### src/rtl/pc_pkg.sv
// Shared types and helpers for the fetch-stage PC generator and its branch target buffer.
package pc_pkg;

  localparam int unsigned PC_W_MAX   = 32;
  localparam int unsigned INST_BYTES = 4;

  localparam logic [1:0] CTR_WEAK_TAKEN = 2'b10;
  localparam logic [1:0] CTR_MAX        = 2'b11;

  // Tag and target fields are sized for the widest supported PC; narrower tags are zero-extended.
  typedef struct packed {
    logic                valid;
    logic [PC_W_MAX-1:0] tag;
    logic [PC_W_MAX-1:0] target;
    logic [1:0]          ctr;
  } btb_entry_t;

  function automatic int unsigned idx_w(input int unsigned entries);
    return $clog2(entries);
  endfunction

  function automatic int unsigned tag_w(input int unsigned xlen, input int unsigned entries);
    return xlen - idx_w(entries) - 2;
  endfunction

endpackage

### src/rtl/btb.sv
// Direct-mapped branch target buffer with 2-bit saturating counters.
// Lookup is combinational on a word address; updates land at the next clock edge.
module btb
  import pc_pkg::*;
#(
  parameter int unsigned XLEN    = 32,
  parameter int unsigned ENTRIES = 16
) (
  input  logic            clk,
  input  logic            rst,
  input  logic [XLEN-3:0] i_lk_word,
  output logic            o_hit,
  output logic            o_taken,
  output logic [XLEN-1:0] o_target,
  input  logic            i_upd_en,
  input  logic [XLEN-3:0] i_upd_word,
  input  logic            i_upd_taken,
  input  logic [XLEN-1:0] i_upd_target
);

  localparam int unsigned IDX_W = idx_w(ENTRIES);
  localparam int unsigned TAG_W = tag_w(XLEN, ENTRIES);

  btb_entry_t r_mem [ENTRIES];

  logic [IDX_W-1:0] w_lk_idx;
  logic [TAG_W-1:0] w_lk_tag;
  logic [IDX_W-1:0] w_up_idx;
  logic [TAG_W-1:0] w_up_tag;
  btb_entry_t       w_lk;
  btb_entry_t       w_up;
  btb_entry_t       w_new;
  logic             w_up_hit;
  logic             w_we;

  assign w_lk_idx = i_lk_word[IDX_W-1:0];
  assign w_lk_tag = i_lk_word[XLEN-3:IDX_W];
  assign w_up_idx = i_upd_word[IDX_W-1:0];
  assign w_up_tag = i_upd_word[XLEN-3:IDX_W];

  assign w_lk     = r_mem[w_lk_idx];
  assign o_hit    = w_lk.valid && (w_lk.tag == PC_W_MAX'(w_lk_tag));
  assign o_taken  = o_hit && w_lk.ctr[1];
  assign o_target = w_lk.target[XLEN-1:0];

  assign w_up     = r_mem[w_up_idx];
  assign w_up_hit = w_up.valid && (w_up.tag == PC_W_MAX'(w_up_tag));

  // Counter training on a hit; allocation only for taken misses.
  always_comb begin
    w_new = w_up;
    w_we  = 1'b0;
    if (i_upd_en) begin
      if (w_up_hit) begin
        w_we = 1'b1;
        if (i_upd_taken) begin
          if (w_up.ctr != CTR_MAX) w_new.ctr = w_up.ctr + 2'd1;
          w_new.target = PC_W_MAX'(i_upd_target);
        end else if (w_up.ctr != 2'b00) begin
          w_new.ctr = w_up.ctr - 2'd1;
        end
      end else if (i_upd_taken) begin
        w_we         = 1'b1;
        w_new.valid  = 1'b1;
        w_new.tag    = PC_W_MAX'(w_up_tag);
        w_new.target = PC_W_MAX'(i_upd_target);
        w_new.ctr    = CTR_WEAK_TAKEN;
      end
    end
  end

  // Only valid bits are cleared on reset; payload is don't-care until allocated.
  always_ff @(posedge clk) begin
    if (rst) begin
      for (int i = 0; i < int'(ENTRIES); i++) r_mem[i].valid <= 1'b0;
    end else if (w_we) begin
      r_mem[w_up_idx] <= w_new;
    end
  end

endmodule

### src/rtl/pc_gen_btb.sv
// Fetch-stage PC generator: PC register, next-PC selection with BTB prediction,
// and mispredict redirect/flush from the execute stage.
module pc_gen_btb
  import pc_pkg::*;
#(
  parameter int unsigned     XLEN        = 32,
  parameter logic [XLEN-1:0] RESET_PC    = '0,
  parameter int unsigned     BTB_ENTRIES = 16
) (
  input  logic            clk,
  input  logic            rst,
  input  logic            stall_F,
  input  logic            ex_valid,
  input  logic [XLEN-1:0] ex_pc,
  input  logic            ex_taken,
  input  logic [XLEN-1:0] ex_target,
  input  logic            ex_jalr,
  input  logic            ex_pred_taken,
  input  logic [XLEN-1:0] ex_pred_target,
  output logic [XLEN-1:0] pc_F,
  output logic            pred_taken_F,
  output logic [XLEN-1:0] pred_target_F,
  output logic            flush,
  output logic            misalign_err
);

  logic [XLEN-1:0] r_pc;
  logic            r_misalign;
  logic [XLEN-1:0] w_pc_next;
  logic [XLEN-1:0] w_pc_plus4;
  logic [XLEN-1:0] w_ex_plus4;
  logic [XLEN-1:0] w_tgt_eff;
  logic [XLEN-1:0] w_tgt_aligned;
  logic            w_mispredict;
  logic            w_btb_hit;
  logic            w_btb_taken;
  logic [XLEN-1:0] w_btb_target;

  assign w_pc_plus4    = r_pc + XLEN'(INST_BYTES);
  assign w_ex_plus4    = ex_pc + XLEN'(INST_BYTES);
  assign w_tgt_eff     = ex_jalr ? {ex_target[XLEN-1:1], 1'b0} : ex_target;
  assign w_tgt_aligned = {w_tgt_eff[XLEN-1:2], 2'b00};

  assign w_mispredict = ex_valid &&
                        ((ex_taken != ex_pred_taken) ||
                         (ex_taken && (w_tgt_eff != ex_pred_target)));
  assign flush        = w_mispredict && !rst;

  btb #(
    .XLEN    (XLEN),
    .ENTRIES (BTB_ENTRIES)
  ) u_btb (
    .clk          (clk),
    .rst          (rst),
    .i_lk_word    (r_pc[XLEN-1:2]),
    .o_hit        (w_btb_hit),
    .o_taken      (w_btb_taken),
    .o_target     (w_btb_target),
    .i_upd_en     (ex_valid && !rst),
    .i_upd_word   (ex_pc[XLEN-1:2]),
    .i_upd_taken  (ex_taken),
    .i_upd_target (w_tgt_aligned)
  );

  assign pred_taken_F  = w_btb_taken;
  assign pred_target_F = w_btb_hit ? w_btb_target : w_pc_plus4;

  // Redirect beats stall, stall beats prediction.
  always_comb begin
    w_pc_next = w_pc_plus4;
    if (w_mispredict) begin
      w_pc_next = ex_taken ? w_tgt_aligned : w_ex_plus4;
    end else if (stall_F) begin
      w_pc_next = r_pc;
    end else if (pred_taken_F) begin
      w_pc_next = pred_target_F;
    end
  end

  always_ff @(posedge clk) begin
    if (rst) begin
      r_pc       <= RESET_PC;
      r_misalign <= 1'b0;
    end else begin
      r_pc       <= w_pc_next;
      r_misalign <= w_mispredict && ex_taken && w_tgt_eff[1];
    end
  end

  assign pc_F         = r_pc;
  assign misalign_err = r_misalign;

endmodule

### config.mk
export PLATFORM = sky130hd
export DESIGN_NAME = pc_gen_btb
export DESIGN_NICKNAME = d
export VERILOG_FILES = /design/src/rtl/pc_pkg.sv /design/src/rtl/btb.sv /design/src/rtl/pc_gen_btb.sv
export SDC_FILE = /design/constraint.sdc
export NUM_CORES = 2
export LEC_CHECK = 0
export ABC_AREA = 1
export CAP_MARGIN = 20
export CORE_ASPECT_RATIO = 1.25
export CORE_MARGIN = 2
export CORE_UTILIZATION = 41
export DETAILED_ROUTE_END_ITERATION = 10
export PLACE_DENSITY = 0.68
export SLEW_MARGIN = 25
export SYNTH_ARGS = -nofsm -noshare
export SYNTH_HDL_FRONTEND = slang
export SYNTH_HIERARCHICAL = 1
export SYNTH_SLANG_ARGS = --single-unit
### constraint.sdc
create_clock -name clk -period 7.1 [get_ports clk]
set_input_delay 0.71 -clock clk [delete_from_list [all_inputs] [get_ports clk]]
set_output_delay 0.71 -clock clk [all_outputs]
set_load 0.02 [all_outputs]
; Word level (Yosys, flattened, before mapping)
; Memories as Yosys holds them, arrays and structs flattened. A register that Yosys moved wholly into a read port is not among the register bits.
; Index checks and enable logic that the tools add are counted.
[totals]
regBits = 33
input_bits = 103
ram_bits = 1072
mem_count = 1
elab_cells = 53
out_inout_bits = 67
[classes]
n_addsub = 4
n_eq_ne = 6
muxes = 27
reduce_logical = 13
[mem_list]
columns = memory, depth, word_bits, rd, rd_ports_with_merged_regs, write_ports, line_no
row1 = u_btb.r_mem, 16, 67, 2, 1, 16, btb.sv:24  ; btb_entry_t r_mem [ENTRIES];
[op_table]
columns = cell, n
row1 = two-way mux 67 bit, 3
row2 = two-way mux 32 bit, 6
row3 = OR reduction 67 bit, 1
row4 = "adder 32 x 3 -> 32 bit, second input constant", 2
row5 = equality test 32 x 26 -> 1 bit, 2
row6 = two-way mux 34 bit, 1
row7 = two-way mux 33 bit, 1
row8 = inequality test 32 bit, 1
row9 = two-way mux 4 bit, 3
row10 = logical AND 1 bit, 9
row11 = two-way mux 1 bit, 9
row12 = two-way mux 2 bit, 4
row13 = "adder 2 x 1 -> 2 bit, second input constant", 1
row14 = "inequality test 2 x 1 -> 1 bit, second input constant", 1
row15 = "inequality test 2 bit, second input constant", 1
row16 = nonzero test 2 bit, 1
row17 = "subtractor 2 x 1 -> 2 bit, second input constant", 1
row18 = zero test 1 bit, 1
row19 = logical OR 1 bit, 1
row20 = inequality test 1 bit, 1

; Logic depth before layout (Yosys ltp)
; An unclocked memory read counts as a cell.
[logic_depth]
depth_word = 10
ltp_mapped = 26
mapped_depth_nobuf = 24

; Hierarchy
; Netlist, hierarchy kept.
[modules_own_cells]
columns = module, area_each_um2, cells_per_inst, instances, seq_area_each_um2
row1 = btb, 51942.3, 5313, 1, 32190.9
row2 = pc_gen_btb, 5154.9, 1023, 1, 660.6

; Worst setup path after synthesis
; Ideal clock, no wire load.
[synth_timing]
kind = input -> register
startpoint = input port ex_pc[2]
endpoint = memory u_btb/r_mem[0][0] (netlist bit), enable pin
setup_time_ns = 0.491
required_ns = 6.609
path_stages = 21
path_buffers = 4
path_slack_ns = 1.317
arrival_time_ns = 5.291
path_cell_list = buf_4 -> buf_2 -> buf_2 -> nand2_1 -> nand2_1 -> nand2_1 -> nand2_1 -> nand2_1 -> nand2_1 -> nor2_1 -> nor2_1 -> nor2_1 -> nand2_1 -> nor2_1 -> nand2_1 -> nor2_1 -> nand2_1 -> nand2_2 -> nand3b_4 -> buf_6 -> nor2_1
[synth_lines]
columns = element, line_no
row1 = start: declaration, pc_gen_btb.sv:14  ; input logic [XLEN-1:0] ex_pc,
row2 = end: declaration, btb.sv:24

; Final worst setup path
[layout_timing]
startpoint = register r_pc[4], in the netlist pc_F[4]
endpoint = output port pred_target_F[13]
[layout_between]
elab_chain_cells = 2
[layout_rtl]
columns = element, line_no
row1 = start: declaration, pc_gen_btb.sv:27  ; logic [XLEN-1:0] r_pc;
row2 = start signal: assignment, pc_gen_btb.sv:85  ; r_pc <= w_pc_next;
row3 = adder 32 x 3 -> 32 bit, pc_gen_btb.sv:39  ; assign w_pc_plus4 = r_pc + XLEN'(INST_BYTES);
row4 = two-way mux 32 bit, pc_gen_btb.sv:66  ; assign pred_target_F = w_btb_hit ? w_btb_target : w_pc_plus4;
row5 = end: declaration, pc_gen_btb.sv:22  ; output logic [XLEN-1:0] pred_target_F,
; No other way between the ends.

==> summary.md <==
| Metric | Value |
|---|---|
| Minimum clock period | about 6.5 ns |
| Share of Yosys cell area claimed by the top area cell type | a little under three fifths |
| Layout area overhead | 13.4% |
| Via count | 51.0k |
| VDD IR-drop max | ~210 uV |
| Detailed placement HPWL | 128000 um |
| Crit path kind | reg2out |
| Core Box Area | between 0.1 and 0.15 sq mm |
| Routed wire length | 214000 um |
| IO Count | 170 |
| Clock Tree Root | clkbuf_16 |
| Clk slew on worst S/H paths | about 0.07 ns |
| Ys flop type | edfxtp_1 |
| Synth Register Bits | 1105 |
| CP Buf/Inv Count | 4 |
| Distinct cells, synth | 52 |
| Slew Limit Headroom | 20.8% |
| Critical path endpoint category | output port |
| Remaining Overflow, GRT | 0 |
| Maximum fanout along the worst path | 50 |
| Core Rows | between 150 and 200 |
| Main area contributors after synthesis | edfxtp_1 (56%), nand2_1 (12%), nor2_1 (5.5%) |
| Clock Tree Buf Depth | 3 |
| DRT antenna net count | 0 |
| Worst setup SP type | register |
| Initial drt markers | 8260 |
| Status | completed |
| Synth top cells by count | nand2_1 (1885), edfxtp_1 (1072), nor2_1 (843) |
| GRT Util Overall | between 20% and 30% |
| Tcrit/Tclk final | ~92% |
| Leakage | 23.6 nW |
| Clk sinks | 1105 |
| First-pass GRT wire length | 308000 um |
| Routability cong. | between 0.9 and 1 |
| Layout Nets | 6423 |
| Netlist Area Pre-Place | about 0.057 sq mm |
| CTS Buf Count | between 100 and 150 |
| Worst hold path type | reg2reg |
| Layout fillers | 12.8k |
| Initial Utilization | a little over 40% |
| Final Max Slew Viols | 0 |
| H-tree Lvls | 3 |
| Pwr Total | 15.4 mW |
| CTS tree | done |
| Initial antenna violation count | 4 |
| Sequential share of the synthesized area | 57.5% |
| Post-synthesis async set-or-reset flop share | 0% |
| Max Fclk | ~150 MHz |
| Top delay family on crit path | buffers and inverters |
| WP data required | 6.39 ns |
| PortBufs | 169 |
| Clock Skew | around 0.036 ns |
| # DRC | 0 |
| Hold violation count in the final report | 0 |
| DR vias/cell | approximately 6.2 |
| Ys Warns | 6 |
| Post-synth EDFFs | 1072 |
| Die height | 421 um |
| Setup Buffers After CTS | 0 |
| Largest net degree at the start of global routing | about 210 |
| Worst-path cell chain | inv_4, o211ai_1, o21ai_0, nand3_1, o21ai_0, nand2_1, nor2_1, nand2_1, nor2_2, clkinv_1, buf_4, a21boi_0, clkdlybuf4s50_1 |
| Gate Count Post-Synth | roughly 6.3k |
| Post-CTS Resized | 0 |
| Drt pass-1 iters | 6 |
| Die width | 338 um |
| RSZ-0062 raised after global routing | no |
| Skew-Pair Late Insertion Delay | around 0.74 ns |
| Synth area leader | edfxtp_1 |
| Count leader, synth | nand2_1 |
| Pwr dens | 238 mW/mm^2 |
| Tightest Pin Transition | roughly 1.2 ns |
| Layout cells sized above 1 | 6.70% |
| CP peak stage delay | a little over 0.8 ns |
| Final TNS setup | 0 ns |
| Max-Cap Viols | 0 |
| Die footprint | 0.142 sq mm |
| Final Setup Violations | 0 |
| Hold_buf cts | 0 |
| CP arrival | between 5 and 6 ns |
| Wirelength per Cell | roughly 26 um |
| CP max stage cell | clkdlybuf4s50_1 |
| Vias in the first global route | ~48k |
| Syn_area_per_cell | 9.01 sq um |
==> layout make-up <==
class	instances	area (sq um)	area share (%)
inverter	248	968	1.50
tap	1860	2330	3.60
clock inverter	65	657	1.01
clock buffer	134	2870	4.44
sequential	1105	32900	50.8
multi-input combinational	4557	22000	34.0
antenna	2	5.00	0.00773
timing repair buffer	298	3030	4.69
==> sequential cells by signal, indices dropped and copies added (netlist names) <==
name and cells:
misalign_err 1, pc_F 32, u_btb/r_mem 1072
==> per-stage QoR <==
step,area (sq um),hold slack [ns],util (%),setup slack (ns),std cells
4_1_cts,64500,0.617,46.6,0.798,8266
3_5_place_dp,61000,0.617,44.0,1.34,8067
6_report,64700,0.644,46.7,0.552,8269
5_1_grt,64700,0.658,46.7,0.447,8267
2_1_floorplan,57100,0.592,-,1.32,6337
3_3_place_gp,60900,0.613,43.9,1.38,8065
==> placed cells by master (no fill, tap or decap), types with 101 or more instances in the layout <==
cell type        Yosys  layout
o21ai_0            596     596
inv_1              234     232
o211ai_1           137     137
a22oi_1            272     272
a21oi_1            135     111
edfxtp_1          1072    1072
clkbuf_16            0     111
nand3_1            238     238
clkdlybuf4s50_1      0     166
o221ai_1           101     101
nand2_1           1885    1884
nor2_1             843     820
==> final timing paths <==
kind / startpoint / to / slack (ns) / cells past startpoint
max: pc_F[4] / pred_target_F[13] / 0.55 / 13
min: pc_F[0] / pc_F[0] / 0.64 / 4
max reg2reg: pc_F[4] / pc_F[3] / 2.13 / 18
min reg2reg: pc_F[0] / pc_F[0] / 0.64 / 4
==> kinds of logic after synthesis <==
group	synth area share (%)
xor+xnor	0.598
mux	0.0526
other cells	0.00657
flops	57.5
buf+inv	4.75
fa+ha+maj	0.0438
compound gates	15.4
simple gates	21.6
==> worst reg2reg max path: stages, from the launching register on <==
cell and delay (ns):
dfxtp_4 0.52, inv_4 0.75, o211ai_1 0.20, o21ai_0 0.40
nand3_1 0.11, o21ai_0 0.76, nand2_1 0.24, nor2_1 0.16
nand2_1 0.12, nor2_2 0.13, buf_4 0.30, nand2_1 0.09
o21ai_0 0.34, nor2_1 0.08, a211oi_1 0.19, nand2_1 0.09
nand2_1 0.06, a21oi_1 0.04, nor2_1 0.28
==> per-layer routing <==
metal | up-vias | GRT usage [%] | routed length (um)
li1 | 22100 | - | -
met4 | 12 | 16.3 | 12900
met1 | 24100 | 37.9 | 77600
met3 | 764 | 8.47 | 30100
met2 | 4026 | 43.2 | 92800
met5 | - | 0 | 73
==> report_power, final <==
group | switching [mW] | internal [mW]
combinational | 1.60 | 0.596
clock | 2.55 | 3.27
sequential | 0.0875 | 7.33
total | 4.24 | 11.2
No activity file was read; power rests on OpenSTA's default activity.
